`src/rtl/apuf_pkg.sv`:
```
// apuf_pkg: shared types and helpers for the arbiter-PUF evaluation controller.
//   apuf_state_e  - controller FSM states
//   cnt_width()   - width of the vote counters for a given VOTE_N
//   timer_width() - width of the settle timer for a given SETTLE_CYC
//   params_ok()   - parameter legality check used at elaboration
package apuf_pkg;

  typedef enum logic [2:0] {
    IDLE   = 3'd0,
    CLEAR  = 3'd1,
    LAUNCH = 3'd2,
    SAMPLE = 3'd3,
    DONE   = 3'd4
  } apuf_state_e;

  // Enough bits to hold the values 0..vote_n inclusive.
  function automatic int cnt_width(input int vote_n);
    return $clog2(vote_n + 1);
  endfunction

  // A single-cycle settle time still needs a 1-bit counter.
  function automatic int timer_width(input int settle_cyc);
    return (settle_cyc > 1) ? $clog2(settle_cyc) : 1;
  endfunction

  // VOTE_N must be odd (so a majority always exists) and SETTLE_CYC >= 1.
  function automatic bit params_ok(input int vote_n, input int settle_cyc);
    return (vote_n >= 1) && ((vote_n % 2) == 1) && (settle_cyc >= 1);
  endfunction

endpackage

```
`src/rtl/apuf_settle_timer.sv`:
```
// apuf_settle_timer: loadable down-counter timing the CLEAR and LAUNCH phases.
//   clk, resetn  - clock, synchronous active-low reset
//   i_load       - load i_load_val (has priority over i_en)
//   i_en         - decrement while non-zero
//   i_load_val   - value loaded on i_load
//   o_zero       - counter is zero
module apuf_settle_timer #(
  parameter int W = 3
) (
  input  logic         clk,
  input  logic         resetn,
  input  logic         i_load,
  input  logic         i_en,
  input  logic [W-1:0] i_load_val,
  output logic         o_zero
);

  logic [W-1:0] r_cnt;

  always_ff @(posedge clk) begin
    if (!resetn) begin
      r_cnt <= '0;
    end else if (i_load) begin
      r_cnt <= i_load_val;
    end else if (i_en && (r_cnt != '0)) begin
      r_cnt <= r_cnt - W'(1);
    end
  end

  assign o_zero = (r_cnt == '0);

endmodule

```
`src/rtl/apuf_eval_ctrl.sv`:
```
// apuf_eval_ctrl: sequences VOTE_N arbiter-PUF evaluations for one challenge
// and returns a majority-voted response bit with a stability flag.
//   clk, resetn               - clock, synchronous active-low reset
//   start_valid/start_ready   - challenge request handshake
//   challenge                 - challenge, captured on accept
//   puf_chal                  - registered stage selects to the delay chain
//   puf_clr                   - registered arbiter clear
//   puf_launch                - registered race launch edge
//   puf_resp                  - arbiter output
//   resp_valid/resp_ready     - result handshake
//   resp_bit                  - majority response
//   resp_stable               - all samples agreed
//   ones_count                - number of samples equal to 1
//   busy                      - controller not idle
module apuf_eval_ctrl
  import apuf_pkg::*;
#(
  parameter int CHAL_W     = 64,
  parameter int SETTLE_CYC = 8,
  parameter int VOTE_N     = 7,
  parameter int CNT_W      = cnt_width(VOTE_N)
) (
  input  logic              clk,
  input  logic              resetn,
  input  logic              start_valid,
  output logic              start_ready,
  input  logic [CHAL_W-1:0] challenge,
  output logic [CHAL_W-1:0] puf_chal,
  output logic              puf_clr,
  output logic              puf_launch,
  input  logic              puf_resp,
  output logic              resp_valid,
  input  logic              resp_ready,
  output logic              resp_bit,
  output logic              resp_stable,
  output logic [CNT_W-1:0]  ones_count,
  output logic              busy
);

  if (!params_ok(VOTE_N, SETTLE_CYC)) begin : g_param_check
    $error("apuf_eval_ctrl: VOTE_N must be odd and >= 1, SETTLE_CYC must be >= 1");
  end

  localparam int              TMR_W     = timer_width(SETTLE_CYC);
  localparam logic [TMR_W-1:0] TMR_LOAD = TMR_W'(SETTLE_CYC - 1);
  localparam logic [CNT_W-1:0] LAST_EVAL = CNT_W'(VOTE_N - 1);
  localparam logic [CNT_W-1:0] HALF      = CNT_W'(VOTE_N / 2);
  localparam logic [CNT_W-1:0] VOTE_FULL = CNT_W'(VOTE_N);

  apuf_state_e r_state;
  apuf_state_e w_state_nxt;

  logic [CHAL_W-1:0] r_chal;
  logic              r_clr;
  logic              r_launch;
  logic [CNT_W-1:0]  r_ones;
  logic [CNT_W-1:0]  r_eval;
  logic              r_resp_bit;
  logic              r_resp_stable;

  logic              w_tmr_zero;
  logic              w_tmr_load;
  logic              w_tmr_en;
  logic              w_accept;
  logic              w_last_eval;
  logic              w_clr_nxt;
  logic              w_launch_nxt;
  logic [CNT_W-1:0]  w_ones_nxt;

  apuf_settle_timer #(
    .W (TMR_W)
  ) u_timer (
    .clk        (clk),
    .resetn     (resetn),
    .i_load     (w_tmr_load),
    .i_en       (w_tmr_en),
    .i_load_val (TMR_LOAD),
    .o_zero     (w_tmr_zero)
  );

  // State register
  always_ff @(posedge clk) begin
    if (!resetn) begin
      r_state <= IDLE;
    end else begin
      r_state <= w_state_nxt;
    end
  end

  // Next-state logic
  always_comb begin
    w_state_nxt = r_state;
    case (r_state)
      IDLE:    if (start_valid)  w_state_nxt = CLEAR;
      CLEAR:   if (w_tmr_zero)   w_state_nxt = LAUNCH;
      LAUNCH:  if (w_tmr_zero)   w_state_nxt = SAMPLE;
      SAMPLE:  w_state_nxt = w_last_eval ? DONE : CLEAR;
      DONE:    if (resp_ready)   w_state_nxt = IDLE;
      default: w_state_nxt = IDLE;
    endcase
  end

  // Control decode. puf_clr/puf_launch are registered, so they are
  // computed from the next state and land in step with the state register.
  always_comb begin
    w_accept     = (r_state == IDLE) && start_valid;
    w_last_eval  = (r_eval == LAST_EVAL);
    w_tmr_load   = w_accept
                || ((r_state == CLEAR) && w_tmr_zero)
                || ((r_state == SAMPLE) && !w_last_eval);
    w_tmr_en     = (r_state == CLEAR) || (r_state == LAUNCH);
    w_clr_nxt    = (w_state_nxt == CLEAR);
    w_launch_nxt = (w_state_nxt == LAUNCH) || (w_state_nxt == SAMPLE);
    w_ones_nxt   = r_ones + CNT_W'(puf_resp);
  end

  // Challenge register, phase outputs and vote accumulator.
  // resp_bit/resp_stable are latched on entry to DONE so they hold their
  // values through IDLE while ones_count is cleared by the next accept.
  always_ff @(posedge clk) begin
    if (!resetn) begin
      r_chal        <= '0;
      r_clr         <= 1'b0;
      r_launch      <= 1'b0;
      r_ones        <= '0;
      r_eval        <= '0;
      r_resp_bit    <= 1'b0;
      r_resp_stable <= 1'b0;
    end else begin
      r_clr    <= w_clr_nxt;
      r_launch <= w_launch_nxt;
      if (w_accept) begin
        r_chal <= challenge;
        r_ones <= '0;
        r_eval <= '0;
      end else if (r_state == SAMPLE) begin
        r_ones <= w_ones_nxt;
        r_eval <= r_eval + CNT_W'(1);
        if (w_last_eval) begin
          r_resp_bit    <= (w_ones_nxt > HALF);
          r_resp_stable <= (w_ones_nxt == '0) || (w_ones_nxt == VOTE_FULL);
        end
      end
    end
  end

  assign start_ready = (r_state == IDLE);
  assign busy        = (r_state != IDLE);
  assign resp_valid  = (r_state == DONE);
  assign puf_chal    = r_chal;
  assign puf_clr     = r_clr;
  assign puf_launch  = r_launch;
  assign ones_count  = r_ones;
  assign resp_bit    = r_resp_bit;
  assign resp_stable = r_resp_stable;

endmodule
```
`config.mk`:
```
export PLATFORM = sky130hd
export DESIGN_NAME = apuf_eval_ctrl
export DESIGN_NICKNAME = d
export VERILOG_FILES = /design/src/rtl/apuf_pkg.sv /design/src/rtl/apuf_settle_timer.sv /design/src/rtl/apuf_eval_ctrl.sv
export SDC_FILE = /design/constraint.sdc
export NUM_CORES = 1
export LEC_CHECK = 0
export BUFFER_PORTS_ARGS = -buffer_cell sky130_fd_sc_hd__buf_2
export CAP_MARGIN = 15
export CORE_ASPECT_RATIO = 0.5
export CORE_MARGIN = 4
export CORE_UTILIZATION = 38
export DETAILED_ROUTE_END_ITERATION = 10
export PLACE_DENSITY_LB_ADDON = 0.25
export SYNTH_ARGS = -nofsm -noshare
export SYNTH_HDL_FRONTEND = slang
export SYNTH_HIERARCHICAL = 1
export SYNTH_SLANG_ARGS = --single-unit
export TNS_END_PERCENT = 20
```
`constraint.sdc`:
```
create_clock -name clk -period 3.29 [get_ports clk]
set_input_delay 0.4935 -clock clk [delete_from_list [all_inputs] [get_ports clk]]
set_output_delay 0.4935 -clock clk [all_outputs]
set_load 0.05 [all_outputs]
```
==> results of run 1 <==
==> kinds of logic after synthesis <==
group / Yosys count
other: 1
DFF: 80
xor gates and xnor gates: 3
AOI/OAI and AO/OA: 91
and+or+nand+nor: 165
adders and majority gates: 6
buffers and inverters: 33
==> through the flow <==
stage | utilization | cell area, um2 | instances | hold WS, ns | setup WS (ns)
6_report | 0.551 | 4170 | 626 | 0.396 | 1.11
5_1_grt | 0.551 | 4170 | 626 | 0.393 | 1.00
4_1_cts | 0.551 | 4170 | 626 | 0.385 | 1.10
3_5_place_dp | 0.503 | 3810 | 611 | 0.443 | 0.999
3_3_place_gp | 0.503 | 3810 | 611 | 0.438 | 1.02
2_1_floorplan | - | 3070 | 381 | 0.477 | 1.11
==> routing by layer <==
metal  global-route usage  vias up  routed length (um)
met5                    0        -                   0
met4               0.0626        0                 123
met3               0.0547       11                 428
met2                0.280       61                3840
met1                0.186     1283                3380
li1                     -     1500                   -
==> layout make-up <==
| type | instances | area share |
|---|---|---|
| multi-input combinational | 268 | 0.312 |
| clock buffer | 9 | 0.0540 |
| tap | 108 | 0.0324 |
| inverter | 9 | 0.00811 |
| sequential | 80 | 0.384 |
| clock inverter | 6 | 0.0318 |
| timing repair buffer | 146 | 0.178 |
==> sequential cells by signal (all words and copies together), names as in the netlist <==
register and count:
u_timer/r_cnt 3, resp_stable 1, r_eval 3, ones_count 3
puf_clr 1, puf_chal 64, puf_launch 1, r_state 3
resp_bit 1
==> how the worst max path moves through the flow <==
stage,start,endpoint,cells after the start
detailed placement,start_valid,puf_chal[37]$_SDFFE_PN0P_,5
finish,r_state[1]$_SDFF_PN0_,puf_chal[37]$_SDFFE_PN0P_,4
floorplan,r_state[0]$_SDFF_PN0_,resp_valid,2
CTS,r_state[1]$_SDFF_PN0_,puf_chal[37]$_SDFFE_PN0P_,4
global route,r_state[1]$_SDFF_PN0_,puf_chal[32]$_SDFFE_PN0P_,4
global placement,start_valid,puf_chal[31]$_SDFFE_PN0P_,5
==> power by group through the flow <==
stage	clock network, mW	registers (mW)	logic [mW]
floorplan	0	1.51	0.430
global placement	0	1.17	0.959
detailed placement	0	1.18	0.972
CTS	1.21	1.15	0.973
global route	1.26	1.17	1.04
finish	1.18	1.15	0.960
==> critical path, stage by stage (launching register included) <==
cell and delay (ns):
dfxtp_1 0.42, or4b_2 1.07, buf_4 0.36, nand2_1 0.09, a21oi_1 0.06
==> layout by cell type (no fill, tap or decap), types with 2 or more instances in the layout <==
cell type	count
a21boi_0	3
a21o_1	2
a21oi_1	77
buf_2	142
buf_4	4
bufinv_16	4
clkbuf_16	9
conb_1	3
dfxtp_1	80
ha_1	6
inv_1	8
nand2_1	137
nand2b_1	5
nand3_1	2
nand3b_1	3
nor2_1	3
nor2b_1	2
nor3_1	2
o211ai_1	2
o21ai_0	4
or3_1	4
xnor2_1	2
==> run summary, run 1 <==
R2r setup slk: 1.11 ns
Multi-input logic area: 1300 um2
Fillcell total: 757
Hold_buf cts: 0
Hold EP: puf_chal[42]$_SDFFE_PN0P_
Synth area leader: dfxtp_1
Syn Std Cell Area: 3070 um2
Leak: 1.95 nW
Worst-Skew Late Latency: 0.33 ns
Core Box Area: 7570 um2
Pwr/cell area: 791 nW/um2
# resized after CTS: 0
VDD IR-drop max: 0.000304 V
Relative slew slack: 0.460
Reg2reg path depth: 4
R2R Path End: puf_chal[37]$_SDFFE_PN0P_
Post-Synth Simple-Gate Area: 0.228
Congestion Overflow GR: 0
Routed len/inst: 12.4 um
WHS Path Cells: 3
Register area: 1600 um2
CP max FO: 37
Hold Violations, Final: 0
Root Driver: clkbuf_16
Max-cap viol count: 0
DR DRC count: 0
Switching Fraction: 0.347
CTS H-Tree Depth: 3
Mux cell area share after synthesis: 0
Final setup TNS: 0 ns
DP Wirelength: 5.49 mm
P_int: 2.15 mW
Antenna violations before repair: 0
Starting density of the core: 0.405
Post-synthesis cell count: 379
Worst r2r src: r_state[1]$_SDFF_PN0_
WL final: 7.77 mm
Compound-Gate Fraction of Synth Area: 0.157
Power Total: 3.30 mW
CTS max path bufs: 2
Clock Sinks: 80
Net Sw Power: 1.14 mW
Vias after detailed routing: 2855
Vias per cell: 4.56
# Post-CTS Setup Buffers: 0
Reg clk slew, reported paths: 0.06 ns
Dominant cells by area after synthesis: dfxtp_1, nand2_1, a21oi_1
First-pass GRT wire length: 12.5 mm
Net count reported at finish: 589
ANT nets after route: 0
Synth Flop Type: dfxtp_1
Number of synthesized register bits: 80
Seq pwr share: 0.350
Tmin final: 2.18 ns
DIE HEIGHT: 71.5 um
Clock network power share: 0.359
Worst Clk Skew: 0.00493 ns
Status: finished clean
Full die area: 9660 um2
Worst-Margin Slew: 0.810 ns
# rows: 22
Tcrit/Tclk final: 0.664
Top cells by count, synth: nand2_1, dfxtp_1, a21oi_1
Largest net degree at the start of global routing: 65
Total GRT Usage: 0.161
Pre-Repair DR Iteration Count: 4
Top cell type's share of synthesized area: 0.522
Avg Inst Size Synth: 8.09 um2
Most common cell in the synthesized netlist: nand2_1
Beginning of the worst hold path: challenge[42]
Comb power frac: 0.291
Buffers on Ports: 142
Final setup viols: 0
Post-synth ARST share: 0
RePlAce Congestion: 0.752
Setup crit start kind: register
Number of synthesized flops with an enable pin: 0
Unrepaired setup endpoints after global routing: false
Ant. Diodes: 0
DRT iter0 DRCs: 141
Total CTS buffers: 9
Seq/Total Area, Yosys: 0.522
FMAX: 458 MHz
Post-Synth XOR/XNOR Area: 0.00857
Largest family of logic cells by synthesized area: simple AND/OR/NAND/NOR gates
Library cells used by synthesis: 32
Warnings, synthesis: 6
IO Count: 143
Hold WC Path Type: primary input to register
Vias in the first global route: 2660
Crit end category: register
Adder-Cell Fraction of Synth Area: 0.0245
Area grow syn2layout: 35.9%
Layout cell share with drive strength beyond 1: 0.320
Critical Path AT: 2.37 ns
Worst EP required: 3.47 ns
Max Slew Vio Count: 0
Setup CP Type: register to register
Die width: 135 um
CTS tree: yes
Note: power is estimated with default switching activity, not from simulation.
==> run 2: changes to the inputs <==
clock period = 2.1 ns   (was 3.29 ns; I/O delays follow)
==> run 2 against run 1 <==
Net effect:
- highest routed layer unchanged
- core utilization fell by 0.25 points
- combinational power grew 59%
- largest cell class unchanged
- clock power grew 29%
- register-to-register slack worse by 0.71 ns
==> run summary, run 2 (same netlist as run 1, synthesis figures left out) <==
Unrepaired setup endpoints after global routing: false
Power Total: 4.84 mW
CP max FO: 13
RePlAce Congestion: 0.732
Met3 wire length: 431 um
DP Wirelength: 5.37 mm
FMAX: 556 MHz
Ant. Diodes: 0
Clock Sinks: 80
DP Area: 3850 um2
Vias per cell: 4.55
Tmin final: 1.80 ns
Area grow syn2layout: 35.3%
Fin util: 0.548
Root Driver: clkbuf_16
Worst Clk Skew: 0.00393 ns
Final setup viols: 0
WL final: 7.34 mm
Leak: 1.94 nW
CTS H-Tree Depth: 3
VDD IR-drop max: 0.000550 V
Largest net degree at the start of global routing: 65
Max Slew Vio Count: 0
Worst r2r src: r_state[1]$_SDFF_PN0_
Antenna violations before repair: 0
# rows: 22
Fin cells: 629
# Post-CTS Setup Buffers: 0
Setup crit start kind: register
Final setup TNS: 0 ns
DR DRC count: 0
Crit end category: output pin
Setup CP Type: register to output pin
WL met1: 3.11 mm
IO Count: 143
Buffers on Ports: 142
Worst-Skew Late Latency: 0.33 ns
Fillcell total: 763
Total CTS buffers: 9
Hold WC Path Type: primary input to register
# resized after CTS: 0
Full die area: 9660 um2
Max-cap viol count: 0
Post-place setup slack: 0.396 ns
Net count reported at finish: 591
Beginning of the worst hold path: challenge[8]
CTS tree: yes
Vias in the first global route: 2541
Layout cell share with drive strength beyond 1: 0.322
Hold Violations, Final: 0
First-pass GRT wire length: 12.1 mm
Reg clk slew, reported paths: 0.06 ns
Status: finished clean
Crit. Startpoint: r_state[1]$_SDFF_PN0_
Routed len/inst: 11.7 um
Final worst slack: 0.300 ns
Total length of routed met2 wires: 3.66 mm
Hold_buf cts: 0
Starting density of the core: 0.405
Pwr/cell area: 1170 nW/um2
Core Box Area: 7570 um2
Placed cell count: 613
Commonest non-fill, non-tap cell in the layout: buf_2
Tcrit/Tclk final: 0.857
Vias after detailed routing: 2860
DRT iter0 DRCs: 125
Pre-Repair DR Iteration Count: 4
DIE HEIGHT: 71.5 um
R2r setup slk: 0.40 ns
ANT nets after route: 0
Most frequent cells in the layout: buf_2, nand2_1, dfxtp_1, a21oi_1, clkbuf_16
Congestion Overflow GR: 0
Max reg flops: 64
Critical Path AT: 1.48 ns
Die width: 135 um
Worst EP required: 1.78 ns
Finished layout cell area: 4150 um2
Hold slack: 0.218 ns
CTS max path bufs: 2
Total GRT Usage: 0.156
Max Used Layer: met4
==> run 2: cell count changes in the layout (fill, tap and decap cells not counted) <==
cell       previous run  this run
buf_12                0         2
clkinv_2              1         2
clkbuf_8              0         1
clkbuf_1              0         1
bufinv_16             4         1
clkinv_4              0         1
==> run 2: layer usage <==
layer / vias to the layer above / global-route usage
met4: 0 / 0.0581
met3: 11 / 0.0498
li1: 1504 / -
met1: 1280 / 0.181
met5: - / 0
met2: 65 / 0.273
==> run 2: critical path: stages, from the launching register on <==
cell and delay, ns:
dfxtp_1 0.41, or3_1 0.43, inv_1 0.07, buf_2 0.25
==> run 2: cell type report <==
type	count	area, um2	share of cell area
Multi-Input combinational cell	268	1300	0.313
Clock inverter	5	56.3	0.0136
Clock buffer	11	243	0.0585
Sequential cell	80	1600	0.386
Inverter	9	33.8	0.00814
Tap cell	108	135	0.0326
Timing Repair Buffer	148	781	0.188
==> run 2: final timing paths <==
check / to / cells after the start
worst max-delay path: start_ready / 3
worst min-delay path: puf_chal[8]$_SDFFE_PN0P_ / 3
worst max register to register: puf_chal[20]$_SDFFE_PN0P_ / 4
worst min register to register: puf_chal[38]$_SDFFE_PN0P_ / 2
==> run 2: power by group <==
part	switching, mW	internal [mW]	total, mW
sequential	0.0890	1.70	1.79
clock	0.574	0.950	1.52
combinational	1.10	0.420	1.53
total	1.77	3.07	4.84
